**config.mk**
```make
export PLATFORM = sky130hd
export DESIGN_NAME = vga_plot_arbiter
export DESIGN_NICKNAME = d
export VERILOG_FILES = /design/src/rtl/vga_plot_arbiter_pkg.sv /design/src/rtl/vga_plot_arbiter_rr_picker.sv /design/src/rtl/vga_plot_arbiter.sv
export SDC_FILE = /design/constraint.sdc
export NUM_CORES = 1
export LEC_CHECK = 0
export CAP_MARGIN = 20
export CORE_MARGIN = 4
export CORE_UTILIZATION = 40
export CTS_CLUSTER_SIZE = 25
export DETAILED_ROUTE_END_ITERATION = 7
export PLACE_DENSITY = 0.88
export SETUP_SLACK_MARGIN = 0.05
export SLEW_MARGIN = 20
export SYNTH_ARGS = -nofsm -noshare
export SYNTH_HDL_FRONTEND = slang
export SYNTH_SLANG_ARGS = --single-unit
```
**constraint.sdc**
```tcl
create_clock -name clk -period 2.5 [get_ports clk]
set_input_delay 0.5 -clock clk [delete_from_list [all_inputs] [get_ports clk]]
set_output_delay 0.5 -clock clk [all_outputs]
set_load 0.02 [all_outputs]
```
**src/rtl/vga_plot_arbiter_pkg.sv**
```systemverilog
// Shared constants and types for the VGA plot arbiter.
package plot_pkg;

    localparam int X_W      = 9;
    localparam int Y_W      = 8;
    localparam int COLOUR_W = 6;

    localparam logic [X_W-1:0] SCREEN_W = 9'd320;
    localparam logic [Y_W-1:0] SCREEN_H = 8'd240;

    typedef enum logic [1:0] {
        IDLE    = 2'd0,
        GRANT   = 2'd1,
        RELEASE = 2'd2
    } arb_state_t;

endpackage

```
**src/rtl/vga_plot_arbiter_rr_picker.sv**
```systemverilog
// Combinational round-robin picker: first set request bit at or after ptr,
// wrapping modulo N_REQ, returned one-hot together with a valid flag.
module rr_picker #(
    parameter int N_REQ = 3,
    parameter int PW    = 2
) (
    input  logic [N_REQ-1:0] req,
    input  logic [PW-1:0]    ptr,
    output logic [N_REQ-1:0] pick,
    output logic             valid
);

    logic [N_REQ-1:0] w_rot;
    logic [N_REQ-1:0] w_low;

    // Rotate so ptr lands on bit 0, isolate the lowest set bit with the
    // two's-complement trick, then rotate the one-hot back into place.
    assign w_rot = N_REQ'({req, req} >> ptr);
    assign w_low = w_rot & (~w_rot + 1'b1);
    assign pick  = N_REQ'(({w_low, w_low} << ptr) >> N_REQ);
    assign valid = |req;

endmodule

```
**src/rtl/vga_plot_arbiter.sv**
```systemverilog
// Round-robin arbiter sharing the VGA adapter write port among N_REQ plotters.
// Registers the granted pixel bus and drops off-screen writes.
// Optional grant watchdog: define PLOT_ARB_WATCHDOG_EN.
module vga_plot_arbiter
    import plot_pkg::*;
#(
    parameter int N_REQ   = 3,
    parameter int TIMEOUT = 1023
) (
    input  logic                      clk,
    input  logic                      resetn,
    input  logic [N_REQ-1:0]          req,
    input  logic [N_REQ-1:0]          done,
    input  logic [N_REQ*X_W-1:0]      req_x,
    input  logic [N_REQ*Y_W-1:0]      req_y,
    input  logic [N_REQ*COLOUR_W-1:0] req_colour,
    input  logic [N_REQ-1:0]          req_plot,
    output logic [N_REQ-1:0]          grant,
    output logic [X_W-1:0]            vga_x,
    output logic [Y_W-1:0]            vga_y,
    output logic [COLOUR_W-1:0]       vga_colour,
    output logic                      vga_plot,
    output logic                      busy,
    output logic                      timeout
);

    localparam int PW = (N_REQ > 1) ? $clog2(N_REQ) : 1;

    if (N_REQ < 2 || TIMEOUT < 1) begin : g_bad_params
        $error("vga_plot_arbiter: N_REQ must be >= 2 and TIMEOUT >= 1");
    end

    arb_state_t          r_state, w_next;
    logic [PW-1:0]       r_ptr;
    logic [PW-1:0]       r_gidx;
    logic [N_REQ-1:0]    r_grant;
    logic [X_W-1:0]      r_x;
    logic [Y_W-1:0]      r_y;
    logic [COLOUR_W-1:0] r_colour;
    logic                r_plot;
    logic                r_busy;
    logic                r_timeout;

    logic [N_REQ-1:0]    w_pick;
    logic                w_pick_valid;
    logic [PW-1:0]       w_pick_idx;
    logic [X_W-1:0]      w_gx;
    logic [Y_W-1:0]      w_gy;
    logic [COLOUR_W-1:0] w_gcolour;
    logic                w_gplot, w_gdone, w_greq;
    logic                w_release, w_fire_to, w_wd_hit;

    rr_picker #(.N_REQ(N_REQ), .PW(PW)) u_picker (
        .req   (req),
        .ptr   (r_ptr),
        .pick  (w_pick),
        .valid (w_pick_valid)
    );

    // One-hot pick to index, kept alongside grant to drive the bus mux.
    always_comb begin
        w_pick_idx = '0;
        for (int unsigned i = 0; i < N_REQ; i++) begin
            if (w_pick[i]) w_pick_idx = PW'(i);
        end
    end

    assign w_gx      = req_x[r_gidx*X_W +: X_W];
    assign w_gy      = req_y[r_gidx*Y_W +: Y_W];
    assign w_gcolour = req_colour[r_gidx*COLOUR_W +: COLOUR_W];
    assign w_gplot   = req_plot[r_gidx];
    assign w_gdone   = done[r_gidx];
    assign w_greq    = req[r_gidx];

`ifdef PLOT_ARB_WATCHDOG_EN
    localparam int CW = $clog2(TIMEOUT + 1);
    logic [CW-1:0] r_wd_cnt;

    // Idle-grant counter: cleared by any granted activity or outside GRANT.
    always_ff @(posedge clk or negedge resetn) begin
        if (!resetn)                                     r_wd_cnt <= '0;
        else if (r_state != GRANT || w_gplot || w_gdone) r_wd_cnt <= '0;
        else                                             r_wd_cnt <= r_wd_cnt + 1'b1;
    end

    assign w_wd_hit = (r_state == GRANT) && !w_gplot && !w_gdone
                      && (r_wd_cnt == CW'(TIMEOUT - 1));
`else
    assign w_wd_hit = 1'b0;
`endif

    // Next-state logic; a normal release takes priority over the watchdog.
    always_comb begin
        w_next    = r_state;
        w_release = 1'b0;
        w_fire_to = 1'b0;
        unique case (r_state)
            IDLE: begin
                if (w_pick_valid) w_next = GRANT;
            end
            GRANT: begin
                if (w_gdone || !w_greq) begin
                    w_next    = RELEASE;
                    w_release = 1'b1;
                end else if (w_wd_hit) begin
                    w_next    = RELEASE;
                    w_release = 1'b1;
                    w_fire_to = 1'b1;
                end
            end
            RELEASE: w_next = IDLE;
            default: w_next = IDLE;
        endcase
    end

    // State, grant, pointer and registered pixel bus.
    always_ff @(posedge clk or negedge resetn) begin
        if (!resetn) begin
            r_state   <= IDLE;
            r_ptr     <= '0;
            r_gidx    <= '0;
            r_grant   <= '0;
            r_x       <= '0;
            r_y       <= '0;
            r_colour  <= '0;
            r_plot    <= 1'b0;
            r_busy    <= 1'b0;
            r_timeout <= 1'b0;
        end else begin
            r_state   <= w_next;
            r_busy    <= (w_next == GRANT);
            r_timeout <= w_fire_to;
            if (r_state == IDLE && w_pick_valid) begin
                r_grant <= w_pick;
                r_gidx  <= w_pick_idx;
            end
            if (w_release) begin
                r_grant <= '0;
                r_ptr   <= (r_gidx == PW'(N_REQ - 1)) ? '0 : r_gidx + 1'b1;
            end
            if (r_state == GRANT) begin
                r_x      <= w_gx;
                r_y      <= w_gy;
                r_colour <= w_gcolour;
                r_plot   <= w_gplot && (w_gx < SCREEN_W) && (w_gy < SCREEN_H);
            end else begin
                r_plot   <= 1'b0;
            end
        end
    end

    assign grant      = r_grant;
    assign vga_x      = r_x;
    assign vga_y      = r_y;
    assign vga_colour = r_colour;
    assign vga_plot   = r_plot;
    assign busy       = r_busy;
    assign timeout    = r_timeout;

endmodule
```
==> results.toml, run 1 <==
[synthesis]
synthesis.area_um2 = 1830
syn_inst = 201
synthAdderAreaFrac_pct = 0
synth.net_count = 281
yosysUniqueCellTypes = 28
synth-compound-area-share_pct = 17.8
synthSimpleGateAreaFrac_pct = 16.4
synth_xor_area_share_pct = 0
ys_warn_count = 0
syn_avg_cell_area_um2 = 9.11
synth_top_family_by_area = "compound AO/OA/AOI/OAI gates"
ys_seq_elements = 34
seq_area_frac_synth_pct = 46.5
synth.area.mux_share_pct = 14.8

[final_layout]
drive_gt1_share_pct = 6.51
final_cell_mix = "clkdlybuf4s50_1 (107), dfrtp_1 (34), nand2_1 (31), o21ai_0 (28), mux2i_1 (24)"
area_delta_synth_final_pct = 65.8
diodes = 0
layout.nets = 386
instances_no_fill = 359
final_common_cell = "clkdlybuf4s50_1"

[global_route]
track_usage_pct = 18.0
grt-ovfl-total = 0
grt_pass1_wl_um = 7790
antenna_found_initial = 0
grt_max_degree = 50
grt_pass1_vias = 1698

[power_and_ir_drop]
power_density_nw_per_um2 = 1100
swShare_pct = 41.1
irDropWorstVdd_uv = 494
p_switching_w = 0.00137
combPwrFrac_pct = 59.4
p_clk_share_pct = 12.2
power.internal_w = 0.00196
pwr-share-seq_pct = 28.4
leakage_nw = 1.26

[cts]
clk_path_buf_depth = 2
numCtsBuffers = 5
cts_resized = 0
cts_tree = "built"
cts.root.buffer_cell = "clkbuf_8"
cts_sinks = 34
cts_setup_buffers = 0
clock_latency_ns = 0.28
path_clk_slew_ns = 0.06
cts-htree-levels = 2
postCtsHoldBufs = 0

[drt]
drt-initial-drc-count = 56
vias_per_cell = 5.01
antenna_left = 0
via_count = 1797
drcViolationCount = 0
routed_wl_um = 5080
firstDrtPassIters = 4
wire_per_inst_um = 14.2

[hold_path]
min_path_type = "flip-flop to flip-flop"

[critical_path]
cp-end-kind = "flip-flop"
required_ns = 2.67
crit_arrival_ns = 2.05
criticalPathCategory = "input port to flip-flop"
cp_max_fo = 6
rrSetupSlack_ns = 0.75
start_kind = "input port"

[sta]
setup_ws_ns = 0.618
finalSetupTns_ns = 0
timing.hold.ws_ns = 0.475
slew_viol_final = 0
rsz0062_at_grt = "false"
min_period_ns = 1.88
finalCritPeriodShare_pct = 75.3
finClkSkew_ns = 0.00366
finalSetupViolations = 0
fmax_mhz = 531
hold_viol = 0

[run_status]
status = "complete, no violations"

[floorplan]
coreArea_um2 = 4380
start_util_pct = 41.8
fp-row-count = 24
dieArea_um2 = 5720
io_pins = 109
fp.dieW_um = 75.7
dieHeight_um = 75.7

[place]
dpl_worst_slack_ns = 0.323
hpwl_um = 4000
port_buffers = 107
dp_cells = 351
globalplace.congestion = 0.782

[flow_run]
maxCapViolCount = 0
-- kinds of logic (layout without fill, tap and decap cells) --
| logic type | count (synthesis) | in the layout |
|---|---|---|
| muxes | 26 | 26 |
| DFF | 34 | 34 |
| other | 1 | 1 |
| and+or+nand+nor | 66 | 66 |
| AOI/OAI and AO/OA | 58 | 58 |
| buffers and inverters | 16 | 122 |
-- layout make-up --
| class | count | area (µm²) |
|---|---|---|
| Clock inverter | 1 | 5.00 |
| Clock buffer | 7 | 86.3 |
| Fill cell | 366 | 1350 |
| Sequential cell | 34 | 851 |
| Tap cell | 52 | 65.1 |
| Timing Repair Buffer | 114 | 1120 |
| Multi-Input combinational cell | 151 | 905 |
-- path summary, 6_finish.rpt --
path | start | endpoint | depth (start not counted)
worst max-delay path | req[0] | r_ptr[0]$_DFFE_PN0P_ | 5
max in group asynchronous | resetn | vga_colour[4]$_DFFE_PN0N_ | 2
worst max register to register | r_gidx[1]$_DFFE_PN0P_ | r_ptr[0]$_DFFE_PN0P_ | 6
worst min register to register | vga_colour[5]$_DFFE_PN0N_ | vga_colour[5]$_DFFE_PN0N_ | 2
worst min-delay path | vga_colour[5]$_DFFE_PN0N_ | vga_colour[5]$_DFFE_PN0N_ | 2
min in group asynchronous | resetn | vga_y[7]$_DFFE_PN0N_ | 2
-- cell usage after synthesis --
library cell  number  share of area, %
or3_1              1              0.34
conb_1             1              0.20
nor2_1            19               3.9
nor3_1             2              0.55
a22oi_1            1              0.41
nand2_1           31               6.4
dfrtp_1           34                46
o211ai_1           1              0.41
mux2i_1           24                13
clkbuf_1           7               1.4
buf_4              2              0.82
nor3_4             1              0.89
o21ai_0           28               7.7
nand4_1            1              0.34
nor4_1             2              0.68
nor2b_1            3               1.0
or3b_1             1              0.48
a21oi_2            1              0.48
buf_2              4               1.1
and3b_1            1              0.48
a2bb2oi_1          7               3.3
nand3b_1           1              0.41
a21oi_1           20               5.5
buf_1              2              0.41
nand3_1            1              0.27
mux2_4             2               1.6
nand2b_1           2              0.68
buf_6              1              0.62
-- metrics by stage --
stage	total power, W	util [%]	instance area [µm²]
after floorplan	0.00217	-	1830
after global placement	0.00290	67.2	2940
after detailed placement	0.00296	67.2	2940
after CTS	0.00338	69.2	3040
after global routing	0.00360	69.2	3040
final	0.00333	69.2	3040
-- per-layer routing --
| metal | share of wire [%] | GRT usage, % | routed length (µm) |
|---|---|---|---|
| met1 | 36 | 19.9 | 1820 |
| met2 | 50 | 30.8 | 2550 |
| met3 | 12 | 6.86 | 592 |
| met4 | 2.4 | 7.77 | 123 |
| met5 | 0 | 0 | 0 |
-- critical path, stage by stage --
cell	delay (ns)
clkdlybuf4s50_1	0.53
or3b_1	0.38
a21oi_2	0.23
nor3_4	0.10
mux2_4	0.31
-- power groups by stage --
stage / clock network (W) / registers [W] / logic [W]
after floorplan: 0 / 0.00119 / 0.000981
after global placement: 0 / 0.000940 / 0.00196
after detailed placement: 0 / 0.000955 / 0.00201
after CTS: 0.000423 / 0.000947 / 0.00201
after global routing: 0.000449 / 0.000974 / 0.00218
final: 0.000407 / 0.000944 / 0.00198
-- registers in the layout (all words and copies together), names as in the netlist --
signal / cells
r_state: 2
r_ptr: 2
r_gidx: 2
vga_y: 8
grant: 3
busy: 1
vga_colour: 6
vga_x: 9
vga_plot: 1
(Power assumes the default switching activity.)
==> run 2: changes to the inputs <==
- CORE_UTILIZATION: 40 -> 34
- PLACE_DENSITY: 0.88 -> 0.8
- clock period: 2.5 -> 1.7 ns (I/O delays scaled with it)
==> results.toml, run 2 (synthesis results as in run 1) <==
[run_status]
status = "complete, no violations"

[floorplan]
fp.dieW_um = 81.4
dieArea_um2 = 6620
io_pins = 109
dieHeight_um = 81.4
coreArea_um2 = 5170
fp-row-count = 26
start_util_pct = 35.4

[final_layout]
largest_reg_flops = 9
final_common_cell = "clkdlybuf4s50_1"
drive_gt1_share_pct = 8.95
final_cell_mix = "clkdlybuf4s50_1 (103), dfrtp_1 (33), nand2_1 (31), o21ai_0 (28), mux2i_1 (24)"
layout.nets = 392
final_area_um2 = 3110
instances_no_fill = 383
diodes = 0
area_delta_synth_final_pct = 70.1

[critical_path]
crit_arrival_ns = 1.81
cp_max_fo = 3
path_cells = "clkdlybuf4s50_1, or3b_1, a21oi_2, nor3_4, mux2_4"
cp-end-kind = "flip-flop"
startpoint = "req[0]"
start_kind = "input port"
criticalPathCategory = "input port to flip-flop"
required_ns = 1.86
slowest_stage = "clkdlybuf4s50_1"
cp_slowest_stage_delay_ns = 0.50
r2r-start = "r_gidx[1]$_DFFE_PN0P_"

[cts]
cts-htree-levels = 2
clock_latency_ns = 0.28
clk_path_buf_depth = 2
cts_sinks = 34
cts_setup_buffers = 0
cts.root.buffer_cell = "clkbuf_8"
cts_tree = "built"
numCtsBuffers = 5
path_clk_slew_ns = 0.07

[drt]
vias_per_cell = 4.78
drt-initial-drc-count = 44
wire_per_inst_um = 14.0
via_count = 1829
firstDrtPassIters = 4
antenna_left = 0
routed_wl_um = 5370
drcViolationCount = 0

[flow_run]
maxCapViolCount = 0

[sta]
finalSetupTns_ns = 0
timing.hold.ws_ns = 0.476
rsz0062_at_grt = "false"
finalCritPeriodShare_pct = 96.9
slew_viol_final = 0
hold_viol = 0
fmax_mhz = 607
finalSetupViolations = 0
finClkSkew_ns = 0.0126
min_period_ns = 1.65

[global_route]
track_usage_pct = 15.7
grt_pass1_wl_um = 8030
antenna_found_initial = 0
grt_max_degree = 50
grt-ovfl-total = 0
grt_pass1_vias = 1793

[power_and_ir_drop]
leakage_nw = 1.32
power_density_nw_per_um2 = 1580
irDropWorstVdd_uv = 657

[place]
hpwl_um = 4340
place_area_um2 = 3000
port_buffers = 107
globalplace.congestion = 0.846
dp_cells = 374

[hold_path]
min_path_type = "flip-flop to flip-flop"
min_from = "vga_y[6]$_DFFE_PN0N_"
## run 2: power breakdown
group          total (W)  internal (W)  leakage (nW)  switching (W)
registers        0.00140       0.00119         0.426       0.000205
logic            0.00297       0.00141         0.853        0.00156
clock network   0.000565      0.000288        0.0452       0.000277
## run 2: repair_timing
item                                    4_1_cts  5_1_grt
hold endpoints to repair                     16        0
cloned                                        0        0
hold buffers                                  1        0
pin swaps                                     0        1
endpoints found under the setup margin        1        6
resized for setup                             1        5
## run 2: worst paths after layout
kind                            slack [ns]  depth (start not counted)                   endpoint
worst max-delay path                  0.05                          5       r_ptr[1]$_DFFE_PN0P_
worst min-delay path                  0.48                          2       vga_y[6]$_DFFE_PN0N_
worst max register to register        0.12                          5         vga_plot$_DFF_PN0_
worst min register to register        0.48                          2       vga_y[6]$_DFFE_PN0N_
max in group asynchronous             0.59                          3             busy$_DFF_PN0_
min in group asynchronous             0.51                          2  vga_colour[1]$_DFFE_PN0N_
## run 2: layout make-up
cell class,instances,area [µm²]
Fill cell,460,2060
Timing Repair Buffer,120,1180
Multi-Input combinational cell,151,911
Sequential cell,34,852
Tap cell,70,87.6
Clock buffer,6,72.6
Clock inverter,2,13.8
## run 2: layer usage
layer,up-vias,GRT usage [%],share of wire (%)
met5,-,0,0
met4,0,6.25,1.1
met3,6,5.99,11
met2,81,26.9,49
met1,823,17.5,38
li1,919,-,-
## run 2: per-stage QoR
step | util, % | power, W | setup WS, ns
finish | 60.2 | 0.00493 | 0.0535
CTS | 59.9 | 0.00500 | 0.0681
global route | 60.2 | 0.00532 | 0.0514
global placement | 58.0 | 0.00432 | -0.185
floorplan | - | 0.00319 | 0.103
detailed placement | 58.0 | 0.00441 | -0.234
## run 2: worst max-delay path: cells and delay by family
kind / cells / cell delay, ns
multiplexers: 1 / 0.30
AND/OR/NAND/NOR: 2 / 0.46
buffers and inverters: 1 / 0.50
AO/OA/AOI/OAI: 1 / 0.21
